`src/rtl/mem_line_serializer.sv`:
```
// Transmit side of the external memory data interface: buffers cache lines and sends each as two
// beats, upper half first. Define MEM_LINE_SERIALIZER_PARITY_EN to add the o_mem_parity output.
module mem_line_serializer #(
  parameter int unsigned EXT_MEM_DATA_WIDTH = 40,
  parameter int unsigned INT_MEM_DATA_WIDTH = 80,
  parameter int unsigned FIFO_DEPTH         = 2
) (
  input  logic                          clk,
  input  logic                          arst,
  input  logic [INT_MEM_DATA_WIDTH-1:0] i_line,
  input  logic                          i_line_valid,
  output logic                          o_line_ready,
  input  logic                          i_ready,
  output logic [EXT_MEM_DATA_WIDTH-1:0] o_mem_data,
  output logic                          o_mem_data_valid,
  output logic                          o_beat_last,
  output logic                          o_busy
`ifdef MEM_LINE_SERIALIZER_PARITY_EN
  ,
  output logic                          o_mem_parity
`endif
);

  localparam int unsigned AddrW = (FIFO_DEPTH > 1) ? $clog2(FIFO_DEPTH) : 1;
  localparam int unsigned PtrW  = AddrW + 1;

  typedef enum logic [1:0] {StIdle, StHi, StLo} state_e;

  state_e                          r_state;
  logic [INT_MEM_DATA_WIDTH-1:0]   r_mem [FIFO_DEPTH];
  logic [PtrW-1:0]                 r_wr_ptr;
  logic [PtrW-1:0]                 r_rd_ptr;
  logic                            r_line_ready;
  logic [EXT_MEM_DATA_WIDTH-1:0]   r_line_lo;
  logic [EXT_MEM_DATA_WIDTH-1:0]   r_mem_data;
  logic                            r_mem_data_valid;
  logic                            r_beat_last;
  logic                            r_busy;

  logic                            w_empty;
  logic                            w_push;
  logic                            w_pop;
  logic [PtrW-1:0]                 w_wr_ptr_nxt;
  logic [PtrW-1:0]                 w_rd_ptr_nxt;
  logic                            w_empty_nxt;
  logic                            w_full_nxt;
  logic                            w_busy_nxt;
  logic [INT_MEM_DATA_WIDTH-1:0]   w_head;

  assign w_empty = (r_wr_ptr == r_rd_ptr);
  assign w_push  = i_line_valid & r_line_ready;
  // Pop whenever the FSM is about to start a fresh line: from idle, or back-to-back out of LO.
  assign w_pop   = ~w_empty & ((r_state == StIdle) | ((r_state == StLo) & i_ready));
  assign w_head  = r_mem[r_rd_ptr[AddrW-1:0]];

  assign w_wr_ptr_nxt = r_wr_ptr + {{AddrW{1'b0}}, w_push};
  assign w_rd_ptr_nxt = r_rd_ptr + {{AddrW{1'b0}}, w_pop};
  assign w_empty_nxt  = (w_wr_ptr_nxt == w_rd_ptr_nxt);
  assign w_full_nxt   = (w_wr_ptr_nxt[PtrW-1] != w_rd_ptr_nxt[PtrW-1]) &&
                        (w_wr_ptr_nxt[AddrW-1:0] == w_rd_ptr_nxt[AddrW-1:0]);
  // Next FSM state is non-idle unless LO completes with nothing left to pop.
  assign w_busy_nxt   = ~w_empty_nxt | w_pop | (r_state == StHi) |
                        ((r_state == StLo) & ~i_ready);

  always_ff @(posedge clk) begin
    if (w_push) begin
      r_mem[r_wr_ptr[AddrW-1:0]] <= i_line;
    end
  end

  always_ff @(posedge clk or posedge arst) begin
    if (arst) begin
      r_wr_ptr     <= '0;
      r_rd_ptr     <= '0;
      r_line_ready <= 1'b0;
    end else begin
      r_wr_ptr     <= w_wr_ptr_nxt;
      r_rd_ptr     <= w_rd_ptr_nxt;
      r_line_ready <= ~w_full_nxt;
    end
  end

`ifdef MEM_LINE_SERIALIZER_PARITY_EN
  logic r_parity;
`endif

  always_ff @(posedge clk or posedge arst) begin
    if (arst) begin
      r_state          <= StIdle;
      r_line_lo        <= '0;
      r_mem_data       <= '0;
      r_mem_data_valid <= 1'b0;
      r_beat_last      <= 1'b0;
      r_busy           <= 1'b0;
`ifdef MEM_LINE_SERIALIZER_PARITY_EN
      r_parity         <= 1'b0;
`endif
    end else begin
      r_busy <= w_busy_nxt;
      unique case (r_state)
        StIdle: begin
          if (w_pop) begin
            r_line_lo        <= w_head[EXT_MEM_DATA_WIDTH-1:0];
            r_mem_data       <= w_head[INT_MEM_DATA_WIDTH-1:EXT_MEM_DATA_WIDTH];
            r_mem_data_valid <= 1'b1;
            r_beat_last      <= 1'b0;
            r_state          <= StHi;
`ifdef MEM_LINE_SERIALIZER_PARITY_EN
            r_parity         <= ^w_head[INT_MEM_DATA_WIDTH-1:EXT_MEM_DATA_WIDTH];
`endif
          end
        end
        StHi: begin
          if (i_ready) begin
            r_mem_data  <= r_line_lo;
            r_beat_last <= 1'b1;
            r_state     <= StLo;
`ifdef MEM_LINE_SERIALIZER_PARITY_EN
            r_parity    <= ^r_line_lo;
`endif
          end
        end
        StLo: begin
          if (w_pop) begin
            r_line_lo        <= w_head[EXT_MEM_DATA_WIDTH-1:0];
            r_mem_data       <= w_head[INT_MEM_DATA_WIDTH-1:EXT_MEM_DATA_WIDTH];
            r_mem_data_valid <= 1'b1;
            r_beat_last      <= 1'b0;
            r_state          <= StHi;
`ifdef MEM_LINE_SERIALIZER_PARITY_EN
            r_parity         <= ^w_head[INT_MEM_DATA_WIDTH-1:EXT_MEM_DATA_WIDTH];
`endif
          end else if (i_ready) begin
            r_mem_data       <= '0;
            r_mem_data_valid <= 1'b0;
            r_beat_last      <= 1'b0;
            r_state          <= StIdle;
`ifdef MEM_LINE_SERIALIZER_PARITY_EN
            r_parity         <= 1'b0;
`endif
          end
        end
        default: begin
          r_mem_data_valid <= 1'b0;
          r_beat_last      <= 1'b0;
          r_state          <= StIdle;
        end
      endcase
    end
  end

  assign o_line_ready     = r_line_ready;
  assign o_mem_data       = r_mem_data;
  assign o_mem_data_valid = r_mem_data_valid;
  assign o_beat_last      = r_beat_last;
  assign o_busy           = r_busy;
`ifdef MEM_LINE_SERIALIZER_PARITY_EN
  assign o_mem_parity     = r_parity;
`endif

endmodule
```
`config.mk`:
```
export PLATFORM = sky130hd
export DESIGN_NAME = mem_line_serializer
export DESIGN_NICKNAME = d
export VERILOG_FILES = /design/src/rtl/mem_line_serializer.sv
export SDC_FILE = /design/constraint.sdc
export NUM_CORES = 1
export LEC_CHECK = 0
export CAP_MARGIN = 15
export CORE_UTILIZATION = 57
export CTS_BUF_LIST = sky130_fd_sc_hd__clkbuf_16
export DETAILED_ROUTE_END_ITERATION = 8
export DONT_BUFFER_PORTS = 1
export GPL_TIMING_DRIVEN = 0
export PLACE_DENSITY_LB_ADDON = 0.15
export SETUP_SLACK_MARGIN = 0.15
export SLEW_MARGIN = 20
export SYNTH_ARGS = -nofsm -noshare
export SYNTH_HDL_FRONTEND = slang
export SYNTH_SLANG_ARGS = --single-unit
```
`constraint.sdc`:
```
create_clock -name clk -period 3.2 [get_ports clk]
set_input_delay 0.96 -clock clk [delete_from_list [all_inputs] [get_ports clk]]
set_output_delay 0.96 -clock clk [all_outputs]
set_load 0.05 [all_outputs]
```
==> results.md <==
- The number of clock sinks seen by CTS is 249.
- Following the worst setup path forward leads to its endpoint at o_busy.
- The endpoint type of the worst setup path is a flop.
- In this run the vertical extent of the chip is 135.4 µm.
- For the worst flop-to-flop path, the logic depth is 12.
- When the netlist entered floorplanning its net count stood at 828.
- Sorting the synthesized cells by area gives the leading types as sky130_fd_sc_hd__edfxtp_1, sky130_fd_sc_hd__dfrtp_1, sky130_fd_sc_hd__mux2i_1.
- Detailed placement finished with a half-perimeter wire length of 13.83 mm.
- The overall fraction of global-route tracks in use is 0.2353.
- From left edge to right edge, the die measures 135.4 µm.
- In this run the tightest slew margin relative to its limit is 0.5265.
- Setup violations remaining at the end of the flow were counted as 0.
- The count of fill cells added during filler insertion is 1261.
- Of the synthesized area, sequential elements account for 0.6933.
- The setup TNS after final layout is 0 ns.
- The number of pins exceeding their max-slew limit in the final report is 0.
- Of the cells placed in the final design, the portion with a size suffix greater than 1 is 0.08386.
- The cell taking the most area after synthesis is sky130_fd_sc_hd__edfxtp_1.
- The worst reg2reg path endpoint is o_busy.
- Dividing the final minimum period by the clock period gives 0.8700.
- Once layout is complete, the utilization of the core stands at 0.6525.
- The growth of design area from synthesis to finish is 11.66%.
- The path category of the worst min-delay check is in -> async.
- The congestion estimate from routability-driven global placement came to 0.8608.
- The cell area reported after detailed placement is 10550 µm².
- The core box area is 17360 µm².
- The data arrival time of the critical path is 3.17 ns.
- The count of nets left with antenna violations once routing finished came out at 0.
- The number of global-route vias before repair is 6231.
- Dividing the detail-routed wire length by the instance count gives 20.52 µm.
- The number of antenna violations at the first check in global routing came to 0.
- The measured slew at the worst slew-check pin is 0.7087 ns.
- The total count of hold-check failures in the final report was 0.
- The first detailed-routing pass ran for 5 iterations.
- The number of buffers on the longest clock path is 3.
- The largest fanout on the critical path is 10.
- The number of inserted diodes is 0.
- The effective utilization at floorplan is 0.5843.
- For this run, the top clock speed supported by timing is 0.3592 GHz.
- STA classifies the critical path startpoint as a flop.
- The synthesized netlist contains 26 unique library cells.
- The beginning of the worst register-to-register path is r_state[1].
- TritonCTS created 25 clock buffers.
- The synthesized instance count is 737.
- The first global-routing pass estimated 32.62 mm of wire.
- Timing analysis after detailed placement gives a worst setup slack of 0.2163 ns.
- Setup repair after global routing left no endpoint under its margin.
- Summing over every cut layer, the via total after detailed routing is 5750.
- The floorplan die area is 18330 µm².
- Counting flops and latches in the post-synthesis netlist gives 249.
- The count of maximum capacitance violations is 0.
- The count of buffers added on input and output ports is 0.
- After detailed routing, the number of remaining DRC violations is 0.
- The buffer type at the clock tree root is sky130_fd_sc_hd__clkbuf_16.
- The final global-route overflow total is 0.
- Of the post-synthesis cell area, the dominant cell type holds 0.4737.
- The kind of critical path is reg -> reg.
- The data required time at the worst endpoint is 3.59 ns.
- Summed over all layers, the routed wires come to 20.77 mm.
- The maximum clock skew at final layout is 0.01696 ns.
- The flow ran to the end, and the final reports show no timing, DRC or antenna violations.
- The final layout contains 859 nets.
- The I/O pin count is 128.
- The area of all placed cells without fillers is 11320 µm².
- The initial detailed-routing violation count is 291.
- TritonCTS built the clock tree.
- The cell with the largest stage delay on the worst path is sky130_fd_sc_hd__dfrtp_2.
- The number of core rows is 48.
- Across all register-to-register paths, the minimum setup slack is 0.42 ns.
- In this run the cell area of the synthesized design comes to 10140 µm².
- The count of H-tree levels built during CTS is 1.
- In the post-route analysis, the smallest setup slack over all paths is 0.4160 ns.
- Dividing the synthesized area by the synthesized cell count gives 13.76 µm².
- For this run, the number of Yosys warnings is 0.
- The worst path needs 2.784 ns of the cycle, external delays included.
- The launching element of the worst setup path is r_state[1].
- The largest stage delay on the critical path is 0.60 ns.
- Registers take 7033 µm².
- The clock-pin slew of the registers on the worst-case setup and hold paths is 0.06 ns.
- The critical path goes through inv_1, ha_1, buf_4, a21oi_1, a21oi_1, clkbuf_4, buf_2, ha_1, xor2_1, xor2_1, nor3_1, nand2_1.
- Entering global routing, the biggest net connects 49 pins.
- Using the TritonRoute via totals, the vias-per-cell ratio works out to 5.682.
- The clock reaches the later pin of the worst-skew pair after 0.52 ns.
- The area occupied by multi-input gates is 2720 µm².
[routing by layer]
metal  track usage  routed length (µm)  vias up
met5             0                   0        -
met4       0.07615                 384        0
met3       0.06547                1605       31
met2        0.3932               10300      166
met1        0.2974                8482     2852
li1              -                   -     2701
[cell families (layout without fill, tap and decap cells)]
kind of cell	Yosys count	after routing	synth area share
adder cells (fa/ha/maj)	7	7	0.008635
multiplexers	121	121	0.1194
XOR/XNOR	6	6	0.005922
buffers and inverters	93	143	0.04096
AO/OA/AOI/OAI	134	134	0.06933
AND/OR/NAND/NOR	127	127	0.06242
flip-flops	249	249	0.6933
[worst max-delay path: cells and delay by family, from the launching register on]
family / cells / cell delay, ns
buf+inv: 4 / 0.76
flops: 1 / 0.60
fa+ha+maj: 2 / 0.44
simple gates: 2 / 0.28
compound gates: 2 / 0.21
xor+xnor: 2 / 0.36
[flip-flops by register name (all words and copies together) (netlist names)]
register and flops:
o_busy 1, o_line_ready 1, o_mem_data 40, o_mem_data_valid 1
r_line_lo 40, r_mem 160, r_rd_ptr 2, r_state 2
r_wr_ptr 2
[worst min-delay path by stage]
stage	from	endpoint	slack (ns)	depth (start not counted)
floorplan	r_wr_ptr[1]	r_wr_ptr[1]	0.49	1
global placement	r_wr_ptr[1]	r_wr_ptr[1]	0.50	1
detailed placement	r_line_lo[6]	r_line_lo[6]	0.52	2
CTS	arst	o_mem_data[26]	0.43	1
global route	arst	o_mem_data[13]	0.46	1
finish	arst	o_mem_data[13]	0.43	1
[synthesized netlist by cell type]
master / n
sky130_fd_sc_hd__mux2i_1: 121
sky130_fd_sc_hd__xor2_1: 4
sky130_fd_sc_hd__ha_1: 7
sky130_fd_sc_hd__xnor2_1: 1
sky130_fd_sc_hd__buf_6: 4
sky130_fd_sc_hd__o2bb2ai_1: 1
sky130_fd_sc_hd__dfrtp_1: 89
sky130_fd_sc_hd__a31oi_1: 2
sky130_fd_sc_hd__clkbuf_1: 22
sky130_fd_sc_hd__o21a_1: 1
sky130_fd_sc_hd__nor3_1: 1
sky130_fd_sc_hd__nand2b_1: 1
sky130_fd_sc_hd__inv_1: 48
sky130_fd_sc_hd__o22ai_1: 2
sky130_fd_sc_hd__a311oi_4: 1
sky130_fd_sc_hd__a21oi_1: 86
sky130_fd_sc_hd__nor2b_1: 40
sky130_fd_sc_hd__nand3_1: 40
sky130_fd_sc_hd__buf_2: 14
sky130_fd_sc_hd__xnor2_2: 1
sky130_fd_sc_hd__nor2_1: 41
sky130_fd_sc_hd__nand2_1: 3
sky130_fd_sc_hd__buf_4: 5
sky130_fd_sc_hd__edfxtp_1: 160
sky130_fd_sc_hd__and2_1: 1
sky130_fd_sc_hd__o21ai_0: 41
[stage by stage]
| stage | std cells | hold slack, ns |
|---|---|---|
| 3_3_place_gp | 962 | 0.5035 |
| 6_report | 1012 | 0.4273 |
| 2_1_floorplan | 737 | 0.4921 |
| 3_5_place_dp | 966 | 0.5173 |
| 5_1_grt | 1012 | 0.4601 |
| 4_1_cts | 1012 | 0.4311 |
[final cells by class]
| class | count | area share |
|---|---|---|
| timing repair buffer | 4 | 0.008397 |
| multi-input combinational | 395 | 0.2402 |
| sequential | 249 | 0.6210 |
| clock buffer | 25 | 0.05524 |
| inverter | 48 | 0.01624 |
| tap | 225 | 0.02486 |
| buffer | 45 | 0.02099 |
| clock inverter | 21 | 0.01304 |
[what timing repair did]
action | 4_1_cts | 5_1_grt
setup endpoints to repair | 0 | 2
hold buffers | 0 | 0
buffers inserted | 0 | 0
resized for setup | 0 | 2
[placed cells by master (no fill, tap or decap), types with 3 or more instances in the layout]
cell type	n
sky130_fd_sc_hd__edfxtp_1	160
sky130_fd_sc_hd__mux2i_1	121
sky130_fd_sc_hd__dfrtp_1	88
sky130_fd_sc_hd__a21oi_1	86
sky130_fd_sc_hd__inv_1	52
sky130_fd_sc_hd__nor2_1	41
sky130_fd_sc_hd__o21ai_0	41
sky130_fd_sc_hd__nor2b_1	40
sky130_fd_sc_hd__nand3_1	40
sky130_fd_sc_hd__clkbuf_16	25
sky130_fd_sc_hd__clkbuf_1	22
sky130_fd_sc_hd__buf_2	13
sky130_fd_sc_hd__clkinv_1	8
sky130_fd_sc_hd__buf_4	5
sky130_fd_sc_hd__ha_1	5
sky130_fd_sc_hd__buf_6	4
sky130_fd_sc_hd__xor2_1	4
sky130_fd_sc_hd__nand2_1	3
sky130_fd_sc_hd__clkinvlp_4	3
sky130_fd_sc_hd__clkinv_2	3
Power is left out: the tool's default activity adds up to more than one toggle a clock period on the data nets, which glitch-free logic cannot reach.
